`config.mk`:
```
export PLATFORM = sky130hd
export DESIGN_NAME = pc_sequencer
export DESIGN_NICKNAME = d
export VERILOG_FILES = /design/src/rtl/pc_sequencer.sv
export SDC_FILE = /design/constraint.sdc
export NUM_CORES = 1
export LEC_CHECK = 0
export BUFFER_PORTS_ARGS = -buffer_cell sky130_fd_sc_hd__buf_2
export CAP_MARGIN = 25
export CORE_ASPECT_RATIO = 1.4
export CORE_MARGIN = 2
export CORE_UTILIZATION = 46
export CTS_CLUSTER_DIAMETER = 100
export DETAILED_ROUTE_END_ITERATION = 6
export GPL_ROUTABILITY_DRIVEN = 0
export GPL_TIMING_DRIVEN = 1
export PLACE_DENSITY = 0.77
export REMOVE_ABC_BUFFERS = 1
export SKIP_LAST_GASP = 1
export SLEW_MARGIN = 20
export SYNTH_ARGS = -nofsm -noshare
export SYNTH_HDL_FRONTEND = slang
export SYNTH_SLANG_ARGS = --single-unit
export TNS_END_PERCENT = 50
```
`constraint.sdc`:
```
create_clock -name clk -period 1.95 [get_ports clk]
set_input_delay 0.0975 -clock clk [delete_from_list [all_inputs] [get_ports clk]]
set_output_delay 0.0975 -clock clk [all_outputs]
set_load 0.01 [all_outputs]
```
`src/rtl/pc_sequencer.sv`:
```
// rtl/pc_sequencer.sv - program counter with start/stall/halt and absolute/relative branches
// Optional return-address stack (call/ret/stack_err) enabled by defining CALL_STACK_EN.
module pc_sequencer #(
  parameter int D           = 10,
  parameter int START_ADDR  = 0,
  parameter int STACK_DEPTH = 4
) (
  input  logic         clk,
  input  logic         reset,
  input  logic         start,
  input  logic         stall,
  input  logic         halt_req,
  input  logic         jump_abs,
  input  logic         jump_rel,
  input  logic [D-1:0] target,
  output logic [D-1:0] prog_ctr,
  output logic         running,
  output logic         done,
  output logic         wrapped
`ifdef CALL_STACK_EN
  ,
  input  logic         call,
  input  logic         ret,
  output logic         stack_err
`endif
);

  // The return stack shifts entries rather than indexing, so it needs at least two slots.
  if (STACK_DEPTH < 2) begin : g_bad_depth
    $error("pc_sequencer: STACK_DEPTH must be at least 2");
  end

  typedef enum logic [1:0] {
    S_IDLE = 2'd0,
    S_RUN  = 2'd1,
    S_DONE = 2'd2
  } state_t;

  state_t       state_q, state_d;
  logic [D-1:0] pc_q, pc_d;
  logic         wrapped_q, wrapped_d;
  logic [D-1:0] pc_inc;
  logic         pc_at_max;

`ifdef CALL_STACK_EN
  localparam int SPW = $clog2(STACK_DEPTH + 1);
  localparam logic [SPW-1:0] SP_FULL = SPW'(STACK_DEPTH);

  logic [STACK_DEPTH-1:0][D-1:0] stack_q, stack_d;
  logic [SPW-1:0]                sp_q, sp_d;
  logic                          err_q, err_d;
`endif

  assign pc_inc    = pc_q + D'(1);
  assign pc_at_max = &pc_q;

  always_comb begin
    state_d   = state_q;
    pc_d      = pc_q;
    wrapped_d = wrapped_q;
`ifdef CALL_STACK_EN
    stack_d   = stack_q;
    sp_d      = sp_q;
    err_d     = err_q;
`endif
    unique case (state_q)
      S_IDLE: begin
        pc_d = '0;
        if (start) begin
          state_d   = S_RUN;
          pc_d      = D'(START_ADDR);
          wrapped_d = 1'b0;
`ifdef CALL_STACK_EN
          err_d     = 1'b0;
`endif
        end
      end
      S_RUN: begin
        if (halt_req) begin
          state_d = S_DONE;
        end else if (stall) begin
          pc_d = pc_q;
        end else if (jump_abs) begin
          pc_d = target;
        end else if (jump_rel) begin
          pc_d = pc_q + target;
`ifdef CALL_STACK_EN
        end else if (call && sp_q != SP_FULL) begin
          // Newest entry lives in slot 0; older entries shift toward the top.
          stack_d = {stack_q[STACK_DEPTH-2:0], pc_inc};
          sp_d    = sp_q + SPW'(1);
          pc_d    = target;
        end else if (!call && ret && sp_q != '0) begin
          pc_d    = stack_q[0];
          stack_d = {{D{1'b0}}, stack_q[STACK_DEPTH-1:1]};
          sp_d    = sp_q - SPW'(1);
`endif
        end else begin
`ifdef CALL_STACK_EN
          // Reaching here with call/ret set means a full push or empty pop.
          if (call || ret) begin
            err_d = 1'b1;
          end
`endif
          pc_d = pc_inc;
          if (pc_at_max) begin
            wrapped_d = 1'b1;
          end
        end
      end
      S_DONE: begin
        if (start) begin
          state_d   = S_RUN;
          pc_d      = D'(START_ADDR);
          wrapped_d = 1'b0;
`ifdef CALL_STACK_EN
          err_d     = 1'b0;
`endif
        end
      end
      default: begin
        state_d = S_IDLE;
        pc_d    = '0;
      end
    endcase
  end

  always_ff @(posedge clk) begin
    if (reset) begin
      state_q   <= S_IDLE;
      pc_q      <= '0;
      wrapped_q <= 1'b0;
`ifdef CALL_STACK_EN
      stack_q   <= '0;
      sp_q      <= '0;
      err_q     <= 1'b0;
`endif
    end else begin
      state_q   <= state_d;
      pc_q      <= pc_d;
      wrapped_q <= wrapped_d;
`ifdef CALL_STACK_EN
      stack_q   <= stack_d;
      sp_q      <= sp_d;
      err_q     <= err_d;
`endif
    end
  end

  assign prog_ctr = pc_q;
  assign running  = (state_q == S_RUN);
  assign done     = (state_q == S_DONE);
  assign wrapped  = wrapped_q;
`ifdef CALL_STACK_EN
  assign stack_err = err_q;
`endif

endmodule

```
* Word level (Yosys, flattened, before mapping)
Index checks and enable logic that the tools add are counted.
** Cells by class
- Add/sub/neg operators :: 2
- Equal/unequal tests :: 10
- Mux-type cells :: 16
- Reduce and logical (&&, ||, !) cells :: 7
** Operators by type and width (number)
- 10-bit two-way mux :: 5
- 10-bit case mux with 2 select lines :: 1
- 2-bit inequality test, second input constant :: 6
- 10-bit by 1-bit adder with 10-bit output, second input constant :: 1
- 10-bit adder :: 1
- 10-bit AND reduction :: 1
- 7-bit AND reduction :: 1
- 1-bit two-way mux :: 6
- 2-bit two-way mux :: 2
- 2-bit by 1-bit inequality test with 1-bit output, second input constant :: 2
- 2-bit case mux with 2 select lines :: 1
- 3-bit AND reduction :: 1
- 2-bit by 1-bit == test with 1-bit output, second input constant :: 1
- 2-bit == test, second input constant :: 1
- 2-bit zero test :: 1
- 1-bit case mux with 2 select lines :: 1
- 2-bit AND reduction :: 1
- 2-bit nonzero test :: 1
- 2-bit OR reduction :: 1
** Word-level totals
- Bits in registers :: 13
- Logic and storage cells :: 38

* Longest topological paths before layout
- Word-level depth :: 7
- Mapped depth :: 9

* Worst setup path after synthesis
Ideal clock, no wire load.
- Path kind :: flip-flop to flip-flop
- Start point :: register pc_q[0], in the netlist prog_ctr[0]
- End point :: register pc_q[8], in the netlist prog_ctr[8]
- Data arrival time :: 1.790 ns
- Required time :: 1.827 ns
- Path slack :: 0.037 ns
- Cell stages (with the launch flop) :: 8
- Buffers on the path :: 0
- Clock period less this slack :: 1.913 ns
- Path through :: dfxtp_1 ha_1 fa_1 a211oi_1 o21bai_1 and3_1 nor4_1 nor3_1
** Between the ends
- Longest elaborated chain between the ends :: 6
- Elaborated cells on any way between the ends :: 7
- Classes of those cells :: add/sub: 2; mux: 5
** RTL lines
- from (decl) :: line 40 : logic [D-1:0] pc_q, pc_d;
- from (signal assigned) :: line 140 : pc_q <= pc_d;
- 10-bit by 1-bit adder with 10-bit output or 10-bit adder (tied branches) :: line 54, 86
- 10-bit two-way mux (*) :: line 85 : end else if (jump_rel) begin
- 10-bit two-way mux (*) :: line 83 : end else if (jump_abs) begin
- 10-bit two-way mux (*) :: line 81 : end else if (stall) begin
- 10-bit two-way mux (*) :: line 79 : if (halt_req) begin
- 10-bit case mux with 2 select lines (*) :: line 66 : unique case (state_q)
Mark *: on every way between the ends. The rest lies on a longest branch, timed or not. The select of a mux whose other input is x is not followed.
A chain may end at the register's enable or synchronous reset.

* Final worst setup path
Same ends and word-level chain as after synthesis.

==> metrics.yaml <==
clk_pin_slew_ps: 90
io-pin-count: 30
ys_warn_count: 0
rrSetupSlack_ps: 80
rows: 20
reg2reg_to: "prog_ctr[8]"
netlist_area_sq_mm: 0.00109
yosysSeqAreaShare: 0.238
fill_cells: 227
via_per_inst: 6.19
antennaDiodeCount: 0
critPathKind: "flip-flop to flip-flop"
cp.arrival_ps: 2040
cp_slowest_cell: "fa_2"
antenna_found_initial: 0
fp.dieW_um: 45.2
cts_buffer_depth: 2
power_mw: 0.616
grt_pass1_vias: 1114
cts.sinks: 13
hpwl_mm: 2.35
cts_root_buffer: "clkbuf_4"
grt_max_degree: 17
multi_input_area_sq_um: 822
clock_skew_ps: 9.12
dieHeight_um: 61.7
drv_cap: 0
drtIter0Drc: 43
seq_area_sq_um: 262
totalWireLength_mm: 3.10
end_kind: "flip-flop"
final_max_slew_viol_count: 0
ys_ff_latch: 13
worst_pin_slew_ps: 320
placed_area_sq_mm: 0.00131
cp_slowest_stage_delay_ps: 380
critPathLaunchType: "flip-flop"
post-route-min-period_ps: 1870
syn-instance-count: 137
yosys-top-cells-count: "a21oi_1 (14), dfxtp_1 (13), and2_1 (10)"
synthFlopType: "dfxtp_1"
synth_area_leaders: "dfxtp_1 (24%), ha_1 (10%), a21oi_1 (6.4%)"
synth_edf_count: 0
reg2reg_from: "prog_ctr[0]"
cts-hold-fix-buffers: 0
yosysMostFrequentCell: "a21oi_1"
htree_levels: 1
post-place-cells: 191
start_util: 0.497
rsz0062_at_grt: "true"
coreArea_sq_mm: 0.00220
numPortBuffers: 29
detail-route-antenna-nets: 0
insertion_delay_ps: 300
grt_overflow: 0
finalNetCount: 201
finalCritPeriodShare: 0.960
setup_slack_ps: 78.6
grt_usage: 0.239
drive_above_1_share: 0.301
cp-startpoint: "prog_ctr[0]"
finalNonFillerCells: 195
synth_top_area_frac: 0.238
fin_area_sq_mm: 0.00137
place_ws_ps: -32.7
critical_path.max_fanout: 3
dr.pass1.iters: 4
syn_avg_cell_area_sq_um: 7.98
cts_buffers: 3
grt_pass1_wl_mm: 4.86
crit_end: "prog_ctr[8]"
fin_setup_tns_ps: 0
hold_path_class: "input port to flip-flop"
run_status: "finished clean"
slew_headroom: 0.786
ys_async_sr_fraction: 0
cts_tree: "yes"
postCtsSetupBuffers: 0
cp.required_ps: 2120
p_per_area_mw_per_mm2: 450
synth_top_area_cell: "dfxtp_1"
dieArea_sq_mm: 0.00279
drcViolationCount: 0
ys_types: 41
irDropWorstVdd_uv: 322
crit_chain: "ha_2 > fa_2 > a211oi_2 > o21bai_2 > and3_1 > nor4_2 > nor3_1"
power.static_leakage_nw: 0.626
syn_to_final_growth_pct: 25.2
wire_per_inst_um: 15.9
rr_worst_depth: 7
setup_viol: 0
finalHoldViolCount: 0
vias: 1207
fmax_mhz: 534
## worst min-delay path by stage
stage / startpoint / endpoint / slack [ps] / cells after the start
global route: target[3] / prog_ctr[3] / 90 / 3
CTS: target[3] / prog_ctr[3] / 70 / 3
global placement: target[3] / prog_ctr[3] / 370 / 3
floorplan: reset / prog_ctr[5] / 170 / 1
finish: target[3] / prog_ctr[3] / 70 / 3
detailed placement: target[3] / prog_ctr[3] / 380 / 3
## per-layer routing
metal / global-route usage / vias to the layer above / wire [um]
met3: 0.0260 / 5 / 111
met1: 0.273 / 578 / 1280
met2: 0.427 / 35 / 1640
met5: 0 / - / 0
met4: 0.130 / 0 / 61
li1: - / 589 / -
## where the power goes
group	internal, mW	switching, mW	total [mW]	leakage, nW
clock network	0.0798	0.105	0.185	0.0150
registers	0.271	0.00690	0.278	0.106
logic	0.0701	0.0827	0.153	0.505
total	0.421	0.194	0.616	0.626
## metrics by stage
stage / hold WS [ps] / util
finish: 68.6 / 0.622
CTS: 69.0 / 0.611
detailed placement: 381 / 0.597
floorplan: 167 / -
global route: 89.3 / 0.622
global placement: 371 / 0.597
## placed cells by master, fill, tap and decap left out, drive strengths merged, types with 2 or more instances in the layout
cell,Yosys,routed
buf,2,40
a21oi,14,14
dfxtp,13,13
and2,10,10
nor2,9,9
nand2,9,9
ha,9,9
o21ai,8,8
a22oi,7,7
nand2b,5,5
nand4,5,5
xnor2,4,4
clkbuf,6,4
mux2i,3,3
nor3,3,3
nor2b,2,2
nand3,2,2
a21o,2,2
a222oi,2,2
nor4,2,2
a211oi,2,2
## critical path, delay by kind of cell, from the launching register on
kind | cells | cell delay, ps
flops | 1 | 340
simple gates | 3 | 480
compound gates | 2 | 340
fa+ha+maj | 2 | 570
## flip-flops by register name, summed over array words and instances, names as in the netlist
register and count:
prog_ctr 10, state_q 2, wrapped 1
## area by class of cell
cell class,count,area share
clock buffers,4,0.0192
inverters,1,0.00274
multi-input cells,115,0.601
flip-flops and latches,13,0.191
well taps,22,0.0201
repair buffers,40,0.166
## cells by family after synthesis
group           share of synthesized area
simple gates                        0.300
compound gates                      0.238
flops                               0.238
fa+ha+maj                           0.121
buf+inv                            0.0355
xor+xnor                           0.0400
mux                                0.0275
## what timing repair did
item                       in CTS  in global routing
pin swaps                       1                  5
resized for setup               1                  7
setup endpoints to repair       1                  4
(Power assumes the default switching activity.)
